==> src/rtl/game_pkg.sv <==
// Shared types and helpers for the score keeper: state/winner encodings, widths.
// Latency: n/a (types and pure functions only).
// Backpressure: n/a.
package game_pkg;

    localparam int SCORE_W = 4;
    localparam int TIME_W  = 7;

    // Match controller states
    typedef enum logic [1:0] {
        IDLE       = 2'd0,
        PLAYING    = 2'd1,
        GOAL_PAUSE = 2'd2,
        OVER       = 2'd3
    } state_t;

    // Winner codes as seen by the display logic
    typedef enum logic [1:0] {
        WIN_NONE = 2'b00,
        WIN_BLUE = 2'b01,
        WIN_RED  = 2'b10,
        WIN_DRAW = 2'b11
    } winner_t;

    localparam logic [SCORE_W-1:0] SCORE_MAX = '1;

    // Add one goal when inc is set, holding at the counter ceiling
    function automatic logic [SCORE_W-1:0] sat_inc(input logic [SCORE_W-1:0] s,
                                                   input logic               inc);
        if (inc && (s != SCORE_MAX)) begin
            return s + SCORE_W'(1);
        end
        return s;
    endfunction

    // Higher score wins; equal scores are a draw
    function automatic winner_t decide_winner(input logic [SCORE_W-1:0] blue,
                                              input logic [SCORE_W-1:0] red);
        if (blue > red) begin
            return WIN_BLUE;
        end
        if (red > blue) begin
            return WIN_RED;
        end
        return WIN_DRAW;
    endfunction

endpackage

==> src/rtl/score_keeper_toggle_edge_detector.sv <==
// Turns level transitions into registered one-cycle pulses (any edge, or rising only).
// Latency: a transition sampled at edge N appears on pulse_o after edge N.
// Backpressure: none; every transition produces exactly one pulse.
module toggle_edge_detector #(
    parameter int WIDTH       = 1,
    parameter bit RISING_ONLY = 1'b0
) (
    input  logic             clk,
    input  logic             reset,
    input  logic [WIDTH-1:0] sig_i,
    output logic [WIDTH-1:0] pulse_o
);

    logic [WIDTH-1:0] hist_q;
    logic [WIDTH-1:0] pulse_q;
    logic [WIDTH-1:0] pulse_d;

    // Compare the live input with last cycle's value
    always_comb begin
        pulse_d = '0;
        if (RISING_ONLY) begin
            pulse_d = sig_i & ~hist_q;
        end else begin
            pulse_d = sig_i ^ hist_q;
        end
    end

    // History tracks the input even in reset so a held level never looks like an edge
    always_ff @(posedge clk) begin
        if (reset) begin
            hist_q  <= sig_i;
            pulse_q <= '0;
        end else begin
            hist_q  <= sig_i;
            pulse_q <= pulse_d;
        end
    end

    assign pulse_o = pulse_q;

endmodule

==> src/rtl/score_keeper.sv <==
// Match controller: counts goal toggles, runs the match clock, sequences pauses, picks winner.
// Latency: goal toggle sampled at edge N updates score/state at edge N+1; all outputs registered.
// Backpressure: none; goals outside PLAYING/GOAL_PAUSE are dropped, start ignored mid-match.
module score_keeper
    import game_pkg::*;
#(
    parameter int CLK_FREQ      = 25000000,
    parameter int WIN_SCORE     = 5,
    parameter int MATCH_SECONDS = 90,
    parameter int PAUSE_CYCLES  = 25000000
) (
    input  logic               clk,
    input  logic               reset,
    input  logic               start_button,
    input  logic               blue_score_up,
    input  logic               red_score_up,
    output logic               game_initiated,
    output logic               game_over,
    output logic [SCORE_W-1:0] blue_score,
    output logic [SCORE_W-1:0] red_score,
    output logic [TIME_W-1:0]  time_left,
    output logic [1:0]         winner
);

    localparam int SEC_W   = (CLK_FREQ > 1) ? $clog2(CLK_FREQ) : 1;
    localparam int PAUSE_W = (PAUSE_CYCLES > 1) ? $clog2(PAUSE_CYCLES) : 1;

    localparam logic [SEC_W-1:0]   SEC_LAST   = SEC_W'(CLK_FREQ - 1);
    localparam logic [PAUSE_W-1:0] PAUSE_LOAD = PAUSE_W'(PAUSE_CYCLES - 1);
    localparam logic [TIME_W-1:0]  TIME_INIT  = TIME_W'(MATCH_SECONDS);
    localparam logic [SCORE_W-1:0] WIN_VAL    = SCORE_W'(WIN_SCORE);

    // Goal pulses: bit 0 blue, bit 1 red
    logic [1:0] goal_pulse;
    logic       start_pulse;

    toggle_edge_detector #(
        .WIDTH       (2),
        .RISING_ONLY (1'b0)
    ) u_goal_det (
        .clk     (clk),
        .reset   (reset),
        .sig_i   ({red_score_up, blue_score_up}),
        .pulse_o (goal_pulse)
    );

    toggle_edge_detector #(
        .WIDTH       (1),
        .RISING_ONLY (1'b1)
    ) u_start_det (
        .clk     (clk),
        .reset   (reset),
        .sig_i   (start_button),
        .pulse_o (start_pulse)
    );

    state_t             state_q;
    winner_t            winner_q;
    logic [SCORE_W-1:0] blue_q;
    logic [SCORE_W-1:0] red_q;
    logic [TIME_W-1:0]  time_q;
    logic [SEC_W-1:0]   sec_q;
    logic [PAUSE_W-1:0] pause_q;

    logic [SCORE_W-1:0] blue_d;
    logic [SCORE_W-1:0] red_d;
    logic [TIME_W-1:0]  time_d;
    logic [SEC_W-1:0]   sec_d;
    logic               sec_wrap;
    logic               expire;
    logic               win_hit;
    logic               any_goal;

    // Candidate in-match updates: scores with this cycle's goals, next match-clock values
    always_comb begin
        blue_d   = sat_inc(blue_q, goal_pulse[0]);
        red_d    = sat_inc(red_q, goal_pulse[1]);
        any_goal = |goal_pulse;
        win_hit  = (blue_d == WIN_VAL) || (red_d == WIN_VAL);
        sec_wrap = (sec_q == SEC_LAST);
        sec_d    = sec_wrap ? '0 : sec_q + SEC_W'(1);
        time_d   = time_q;
        expire   = 1'b0;
        if (sec_wrap) begin
            time_d = time_q - TIME_W'(1);
            expire = (time_q == TIME_W'(1));
        end
    end

    // Match state machine; goals are folded in before the end-of-match decision
    always_ff @(posedge clk) begin
        if (reset) begin
            state_q  <= IDLE;
            winner_q <= WIN_NONE;
            blue_q   <= '0;
            red_q    <= '0;
            time_q   <= TIME_INIT;
            sec_q    <= '0;
            pause_q  <= '0;
        end else begin
            case (state_q)
                IDLE, OVER: begin
                    // Scores and clock stay frozen until a new start edge
                    if (start_pulse) begin
                        state_q  <= PLAYING;
                        winner_q <= WIN_NONE;
                        blue_q   <= '0;
                        red_q    <= '0;
                        time_q   <= TIME_INIT;
                        sec_q    <= '0;
                        pause_q  <= '0;
                    end
                end
                PLAYING, GOAL_PAUSE: begin
                    blue_q <= blue_d;
                    red_q  <= red_d;
                    sec_q  <= sec_d;
                    time_q <= time_d;
                    if (win_hit || expire) begin
                        state_q  <= OVER;
                        winner_q <= decide_winner(blue_d, red_d);
                    end else if (state_q == PLAYING) begin
                        if (any_goal) begin
                            state_q <= GOAL_PAUSE;
                            pause_q <= PAUSE_LOAD;
                        end
                    end else begin
                        // Late goals during the pause count but do not restart it
                        if (pause_q == '0) begin
                            state_q <= PLAYING;
                        end else begin
                            pause_q <= pause_q - PAUSE_W'(1);
                        end
                    end
                end
                default: begin
                    state_q <= IDLE;
                end
            endcase
        end
    end

    assign game_initiated = (state_q == PLAYING);
    assign game_over      = (state_q == OVER);
    assign blue_score     = blue_q;
    assign red_score      = red_q;
    assign time_left      = time_q;
    assign winner         = winner_q;

endmodule

==> config.mk <==
export PLATFORM = sky130hd
export DESIGN_NAME = score_keeper
export DESIGN_NICKNAME = d
export VERILOG_FILES = /design/src/rtl/game_pkg.sv /design/src/rtl/score_keeper_toggle_edge_detector.sv /design/src/rtl/score_keeper.sv
export SDC_FILE = /design/constraint.sdc
export NUM_CORES = 1
export LEC_CHECK = 0
export CAP_MARGIN = 5
export CELL_PAD_IN_SITES_DETAIL_PLACEMENT = 0
export CELL_PAD_IN_SITES_GLOBAL_PLACEMENT = 1
export CORE_MARGIN = 2
export CORE_UTILIZATION = 45
export DETAILED_ROUTE_END_ITERATION = 8
export GPL_TIMING_DRIVEN = 0
export PLACE_DENSITY = 0.85
export SKIP_CTS_REPAIR_TIMING = 1
export SLEW_MARGIN = 25
export SYNTH_ARGS = -nofsm -noshare
export SYNTH_HDL_FRONTEND = slang
export SYNTH_SLANG_ARGS = --single-unit
==> constraint.sdc <==
create_clock -name clk -period 3.05 [get_ports clk]
set_clock_uncertainty 0.1 [all_clocks]
set_input_delay 0.305 -clock clk [delete_from_list [all_inputs] [get_ports clk]]
set_output_delay 0.305 -clock clk [all_outputs]
set_load 0.05 [all_outputs]
==> impl_summary.txt, run 1 <==
----------------------------------------------------
[Layout]
  FILL cells ... 919
  Footprint of the multi-input gates ... 0.00260 mm^2
  Most used cells in the layout excluding fill and tap cells ... sky130_fd_sc_hd__dfxtp_1, sky130_fd_sc_hd__a21oi_1, sky130_fd_sc_hd__nand2_1
  Leading cell type in the layout, fill and taps excluded ... sky130_fd_sc_hd__dfxtp_1
  Ratio of cells with drive above 1 in the final layout ... 0.0903
  Summed area of non-filler cells in the final layout ... 0.00493 mm^2
  Post-route non-filler standard cell count ... 716
  ANT cells ... 0
  Number of nets in the layout ... 600
  Layout overhead on the synthesized area ... 13.2%
  Register Area ... 0.00150 mm^2

[Place]
  Dpl cell area ... 0.00474 mm^2
  HPWL after DPL ... 8710 um
  Worst setup slack before clock tree synthesis ... 156 ps
  # port buffers ... 23
  Global placement routability congestion ... 0.884
  Placed instance count ... 700

[Logic synthesis]
  Total of warnings raised by yosys ... 0
  Dominant cells by area after synthesis ... sky130_fd_sc_hd__dfxtp_1, sky130_fd_sc_hd__a21oi_1, sky130_fd_sc_hd__ha_1
  Post-synth top area share ... 0.345
  Leading area contributor after synthesis ... sky130_fd_sc_hd__dfxtp_1
  Netlist area before placement ... 0.00435 mm^2
  Post-synth EDFFs ... 0
  Number of nets produced by synthesis ... 566
  Fraction of registers with async set or reset after synthesis ... 0
  Synth Area per Inst ... 7.94 um^2
  Gate count of the mapped netlist ... 548
  Post-synthesis register bit count ... 75
  Sequential-to-total area share from yosys stat ... 0.345
  Main flop type after synthesis ... sky130_fd_sc_hd__dfxtp_1
  Unique masters post-synth ... 60

[Global route]
  Pin count of the biggest net entering global routing ... 13
  Number of antenna violations at the first check in global routing ... 0
  Total grt overflow ... 0
  Via count of the first global-routing pass ... 3998
  GRT Util Overall ... 0.239
  Global-route wire length before repair ... 19400 um

[Timing]
  Final WS setup ... 102 ps
  Worst-margin pin slew ... 1030 ps
  Total setup violations reported at the end of the flow ... 0
  Number of hold violations in the final report ... 0
  Number of max-slew violations in the final report ... 0
  Final critical-path required period ... 2950 ps
  Slew headroom ... 0.311
  Maximum operating frequency ... 339 MHz
  Final clock period utilization by the worst path ... 0.967
  Hold slack ... 298 ps

[Floorplan]
  Std cell rows ... 35
  Vertical die dimension ... 102 um
  Die Area ... 0.0105 mm^2
  DIE WIDTH ... 102 um
  Top-level port count ... 24
  Starting density of the core ... 0.466
  CORE AREA ... 0.00933 mm^2

[Critical path]
  Number of buffers and inverters on the critical path ... 3
  WP data arrival ... 3070 ps
  Cell with the biggest individual delay on the critical path ... sky130_fd_sc_hd__or4b_2
  Most Frequent Cell on Critical Path ... sky130_fd_sc_hd__buf_2
  Type of the worst setup path ... reg -> reg
  Required time at the worst-slack endpoint ... 3170 ps
  Dominant delay contributor by cell family on the critical path ... simple AND/OR/NAND/NOR gates
  Maximum fanout along the worst path ... 10
  Element type at the critical path start ... register
  Critical path, cell by cell ... clkbuf_2, or4b_2, nor4_4, nand4_1, and3_1, buf_2, buf_2, nand3_1, o211ai_2
  Largest stage delay on the critical path ... 690 ps
  CP Capture Type ... register

[Detailed routing]
  Average wire per standard cell ... 17.2 um
  Post-detailed-route count of antenna-violating nets ... 0
  Via-to-Cell Ratio ... 5.98
  Vias post-DR ... 4284
  DRC ... 0
  WL final ... 12300 um
  Total iterations of the first detailed-routing run ... 5
  Initial detailed-routing violation count ... 208

[Clock tree]
  H-Tree Depth ... 3
  CTS clk-pin slew, worst paths ... 80 ps
  Worst-skew pair later-pin latency ... 360 ps
  Clock Path Buffers ... 2
  Number of sinks handled by clock tree synthesis ... 75
  CTS Buf Count ... 9
  CTS Root Cell ... sky130_fd_sc_hd__clkbuf_8
  CTS tree ... built

[Hold path]
  Class of the worst hold path ... reg -> reg

[Power]
  Worst VDD drop ... 312 uV
  Power after layout ... 0.00367 W
  Leakage power ... 1.71 nW
  Pwr per Cell Area ... 744 mW/mm^2

[Run]
  Max-cap violations ... 0

[Run status]
  Status ... complete, no violations

----------------------------------------------------
## power by group
part           internal [W]  switching (W)  leakage (nW)  total, W
logic              0.000591        0.00119          1.02   0.00179
clock network      0.000320       0.000377        0.0799  0.000698
registers           0.00108       0.000103         0.608   0.00118
## state kept, by name, indices dropped and copies added, names as in the netlist, 4 cells and up
signal / cells
pause_q: 25
red_score: 4
sec_q: 25
blue_score: 4
time_left: 7
## final timing paths
check | endpoint | depth (start not counted) | slack, ps | startpoint
worst max-delay path | pause_q[23] | 9 | 100 | sec_q[8]
worst min register to register | u_start_det.pulse_o | 1 | 300 | u_start_det.hist_q
worst max register to register | pause_q[23] | 9 | 100 | sec_q[8]
worst min-delay path | u_start_det.pulse_o | 1 | 300 | u_start_det.hist_q
## worst register-to-register path, stage by stage (launching register included)
cell	delay [ps]
sky130_fd_sc_hd__dfxtp_1	300
sky130_fd_sc_hd__clkbuf_2	150
sky130_fd_sc_hd__or4b_2	690
sky130_fd_sc_hd__nor4_4	390
sky130_fd_sc_hd__nand4_1	290
sky130_fd_sc_hd__and3_1	270
sky130_fd_sc_hd__buf_2	170
sky130_fd_sc_hd__buf_2	210
sky130_fd_sc_hd__nand3_1	130
sky130_fd_sc_hd__o211ai_2	100
## kinds of logic after synthesis
kind of cell	after synthesis	synth area share
and+or+nand+nor	224	0.280
AOI/OAI and AO/OA	161	0.252
DFF	75	0.345
buffers and inverters	63	0.0601
adders and majority gates	13	0.0374
xor gates and xnor gates	8	0.0161
muxes	4	0.00949
## metrics by stage
stage,TNS (ps),util
2_1_floorplan,0,-
3_3_place_gp,0,0.508
3_5_place_dp,0,0.508
4_1_cts,0,0.527
5_1_grt,-23.0,0.528
6_report,0,0.528
## routing by layer
layer  track usage  vias up  wire length (um)
met1         0.274     2007              5240
li1              -     2124                 -
met3        0.0534       27               584
met4        0.0903        0               281
met2         0.431      126              6200
met5             0        -                 0
## cells in the mapped netlist, types with 4 or more instances
cell type                  count
sky130_fd_sc_hd__a21o_1        5
sky130_fd_sc_hd__a21oi_1      46
sky130_fd_sc_hd__a22oi_1       4
sky130_fd_sc_hd__a311oi_1      9
sky130_fd_sc_hd__a31oi_1      17
sky130_fd_sc_hd__a41oi_1       5
sky130_fd_sc_hd__and3_1        6
sky130_fd_sc_hd__buf_2         7
sky130_fd_sc_hd__clkbuf_1     23
sky130_fd_sc_hd__dfxtp_1      75
sky130_fd_sc_hd__ha_1         13
sky130_fd_sc_hd__inv_1        26
sky130_fd_sc_hd__nand2_1      40
sky130_fd_sc_hd__nand2b_1      8
sky130_fd_sc_hd__nand3_1      31
sky130_fd_sc_hd__nand4_1      16
sky130_fd_sc_hd__nor2_1       39
sky130_fd_sc_hd__nor3_1       28
sky130_fd_sc_hd__nor3b_1       5
sky130_fd_sc_hd__nor4_1        8
sky130_fd_sc_hd__o211ai_1     10
sky130_fd_sc_hd__o211ai_2      7
sky130_fd_sc_hd__o21ai_0      28
sky130_fd_sc_hd__o221ai_1      4
sky130_fd_sc_hd__or2_2         6
sky130_fd_sc_hd__or3_1        11
sky130_fd_sc_hd__or4_1         5
sky130_fd_sc_hd__xnor2_1       4
sky130_fd_sc_hd__xor2_1        4
## final cells by class
cell class / instances / area share
Buffer: 36 / 0.0325
Clock buffer: 13 / 0.0302
Clock inverter: 3 / 0.00483
Inverter: 27 / 0.0206
Multi-Input combinational cell: 410 / 0.528
Sequential cell: 75 / 0.305
Tap cell: 129 / 0.0328
Timing Repair Buffer: 23 / 0.0467
No activity file was read; power rests on OpenSTA's default activity.
==> inputs of run 2 (changes only) <==
CTS_CLUSTER_DIAMETER = 120   (was default)
clock period = 3.5 ns   (was 3.05 ns; I/O delays follow)
==> impl_summary.txt, run 2 (synthesis gave the netlist of run 1 again) <==
----------------------------------------------------
[Run status]
  Status ... complete, no violations

[Hold path]
  Class of the worst hold path ... reg -> reg
  Hold-critical path endpoint ... u_start_det.pulse_o
  Origin of the worst min-delay path ... u_start_det.hist_q
  Number of cells on the worst hold path ... 1

[Critical path]
  WP data arrival ... 3060 ps
  Element type at the critical path start ... register
  CP Capture Type ... register
  Maximum fanout along the worst path ... 10
  Worst setup path startpoint ... sec_q[8]
  Worst reg-to-reg path cell count ... 9
  Register-to-Register Setup Slack ... 570 ps
  FF-to-FF Start ... sec_q[8]
  Required time at the worst-slack endpoint ... 3630 ps
  Reg2reg end ... sec_q[8]
  Type of the worst setup path ... reg -> reg

[Place]
  HPWL after DPL ... 8710 um
  Global placement routability congestion ... 0.884
  Worst setup slack before clock tree synthesis ... 606 ps
  Dpl cell area ... 0.00474 mm^2
  # port buffers ... 23

[Global route]
  Number of antenna violations at the first check in global routing ... 0
  Total grt overflow ... 0
  GRT Util Overall ... 0.239
  Global-route wire length before repair ... 19400 um
  Via count of the first global-routing pass ... 3998
  Pin count of the biggest net entering global routing ... 13

[Layout]
  Leading cell type in the layout, fill and taps excluded ... sky130_fd_sc_hd__dfxtp_1
  Ratio of cells with drive above 1 in the final layout ... 0.0869
  Most used cells in the layout excluding fill and tap cells ... sky130_fd_sc_hd__dfxtp_1, sky130_fd_sc_hd__a21oi_1, sky130_fd_sc_hd__nand2_1
  Register Area ... 0.00150 mm^2
  Finished Core Util ... 0.527
  ANT cells ... 0
  Layout overhead on the synthesized area ... 13.0%
  Summed area of non-filler cells in the final layout ... 0.00491 mm^2
  Number of nets in the layout ... 600
  Footprint of the multi-input gates ... 0.00259 mm^2
  FILL cells ... 918

[Timing]
  RSZ-0062 raised after global routing ... no
  Final critical-path required period ... 2930 ps
  Final clock period utilization by the worst path ... 0.838
  Number of max-slew violations in the final report ... 0
  Final WS setup ... 567 ps
  Number of hold violations in the final report ... 0
  Total negative slack ... 0 ps
  Worst-margin pin slew ... 1020 ps
  Maximum operating frequency ... 341 MHz
  Total setup violations reported at the end of the flow ... 0
  Slew headroom ... 0.315

[Clock tree]
  CTS Root Cell ... sky130_fd_sc_hd__clkbuf_8
  Clock Path Buffers ... 2
  H-Tree Depth ... 3
  CTS tree ... built
  CTS Buf Count ... 9
  Worst-skew pair later-pin latency ... 360 ps
  CTS clk-pin slew, worst paths ... 80 ps
  Number of sinks handled by clock tree synthesis ... 75

[Power]
  Pwr per Cell Area ... 650 mW/mm^2
  Switching Fraction ... 0.457
  Int Pwr ... 0.00173 W
  Part of the power in the clock network ... 0.191
  Net switching power figure ... 0.00146 W
  Sequential cell fraction of total power ... 0.322
  Combinational power share ... 0.487
  Worst VDD drop ... 272 uV
  Leakage power ... 1.71 nW

[Detailed routing]
  WL final ... 12300 um
  Total iterations of the first detailed-routing run ... 5
  Average wire per standard cell ... 17.2 um
  Highest signal layer in the routed design ... met4
  Post-detailed-route count of antenna-violating nets ... 0
  Vias post-DR ... 4264
  Routed metal-1 wirelength ... 5310 um
  DRC ... 0
  Met2 layer wire length in the routed design ... 6150 um
  DR WL met3 ... 526 um
  Via-to-Cell Ratio ... 5.96
  Initial detailed-routing violation count ... 225

[Floorplan]
  Top-level port count ... 24
  DIE WIDTH ... 102 um
  Die Area ... 0.0105 mm^2
  CORE AREA ... 0.00933 mm^2
  Std cell rows ... 35
  Vertical die dimension ... 102 um
  Starting density of the core ... 0.466

[Run]
  Max-cap violations ... 0

----------------------------------------------------
==> run 2: per-layer routing <==
layer / GRT usage / up-vias
met4: 0.0903 / 0
met1: 0.274 / 2010
met2: 0.431 / 106
li1: - / 2122
met3: 0.0534 / 26
met5: 0 / -
==> run 2: stage by stage <==
| step | power [W] | std cells | hold WS, ps |
|---|---|---|---|
| after floorplan | 0.00217 | 548 | 273 |
| after global placement | 0.00255 | 700 | 279 |
| after detailed placement | 0.00258 | 700 | 293 |
| after CTS | 0.00319 | 716 | 305 |
| after global routing | 0.00341 | 716 | 313 |
| final | 0.00320 | 716 | 298 |
==> run 2: cell type report <==
type / count / share of cell area
Inverter: 27 / 0.0206
Sequential cell: 75 / 0.305
Clock buffer: 13 / 0.0303
Tap cell: 129 / 0.0328
Buffer: 36 / 0.0326
Clock inverter: 3 / 0.00484
Timing Repair Buffer: 23 / 0.0468
Multi-Input combinational cell: 410 / 0.526
==> run 2: critical path, stage by stage (launching register included) <==
cell	delay, ps
sky130_fd_sc_hd__dfxtp_1	300
sky130_fd_sc_hd__clkbuf_2	150
sky130_fd_sc_hd__or4b_2	690
sky130_fd_sc_hd__nor4_4	390
sky130_fd_sc_hd__a31o_2	260
sky130_fd_sc_hd__buf_2	250
sky130_fd_sc_hd__buf_2	290
sky130_fd_sc_hd__o21ai_0	140
sky130_fd_sc_hd__a21oi_1	180
sky130_fd_sc_hd__nor2_1	50
==> run 2: power groups by stage <==
| stage | sequential, W | combinational, W | clock, W |
|---|---|---|---|
| 2_1_floorplan | 0.00105 | 0.00112 | 0 |
| 3_3_place_gp | 0.00104 | 0.00151 | 0 |
| 3_5_place_dp | 0.00105 | 0.00153 | 0 |
| 4_1_cts | 0.00103 | 0.00154 | 0.000623 |
| 5_1_grt | 0.00104 | 0.00170 | 0.000661 |
| 6_report | 0.00103 | 0.00156 | 0.000609 |
==> run 2: worst max-delay path by stage <==
stage            endpoint  cells past startpoint
2_1_floorplan   winner[0]                     11
3_3_place_gp   pause_q[0]                      8
3_5_place_dp     sec_q[8]                      9
4_1_cts          sec_q[8]                      9
5_1_grt         sec_q[22]                      8
6_report         sec_q[8]                      9
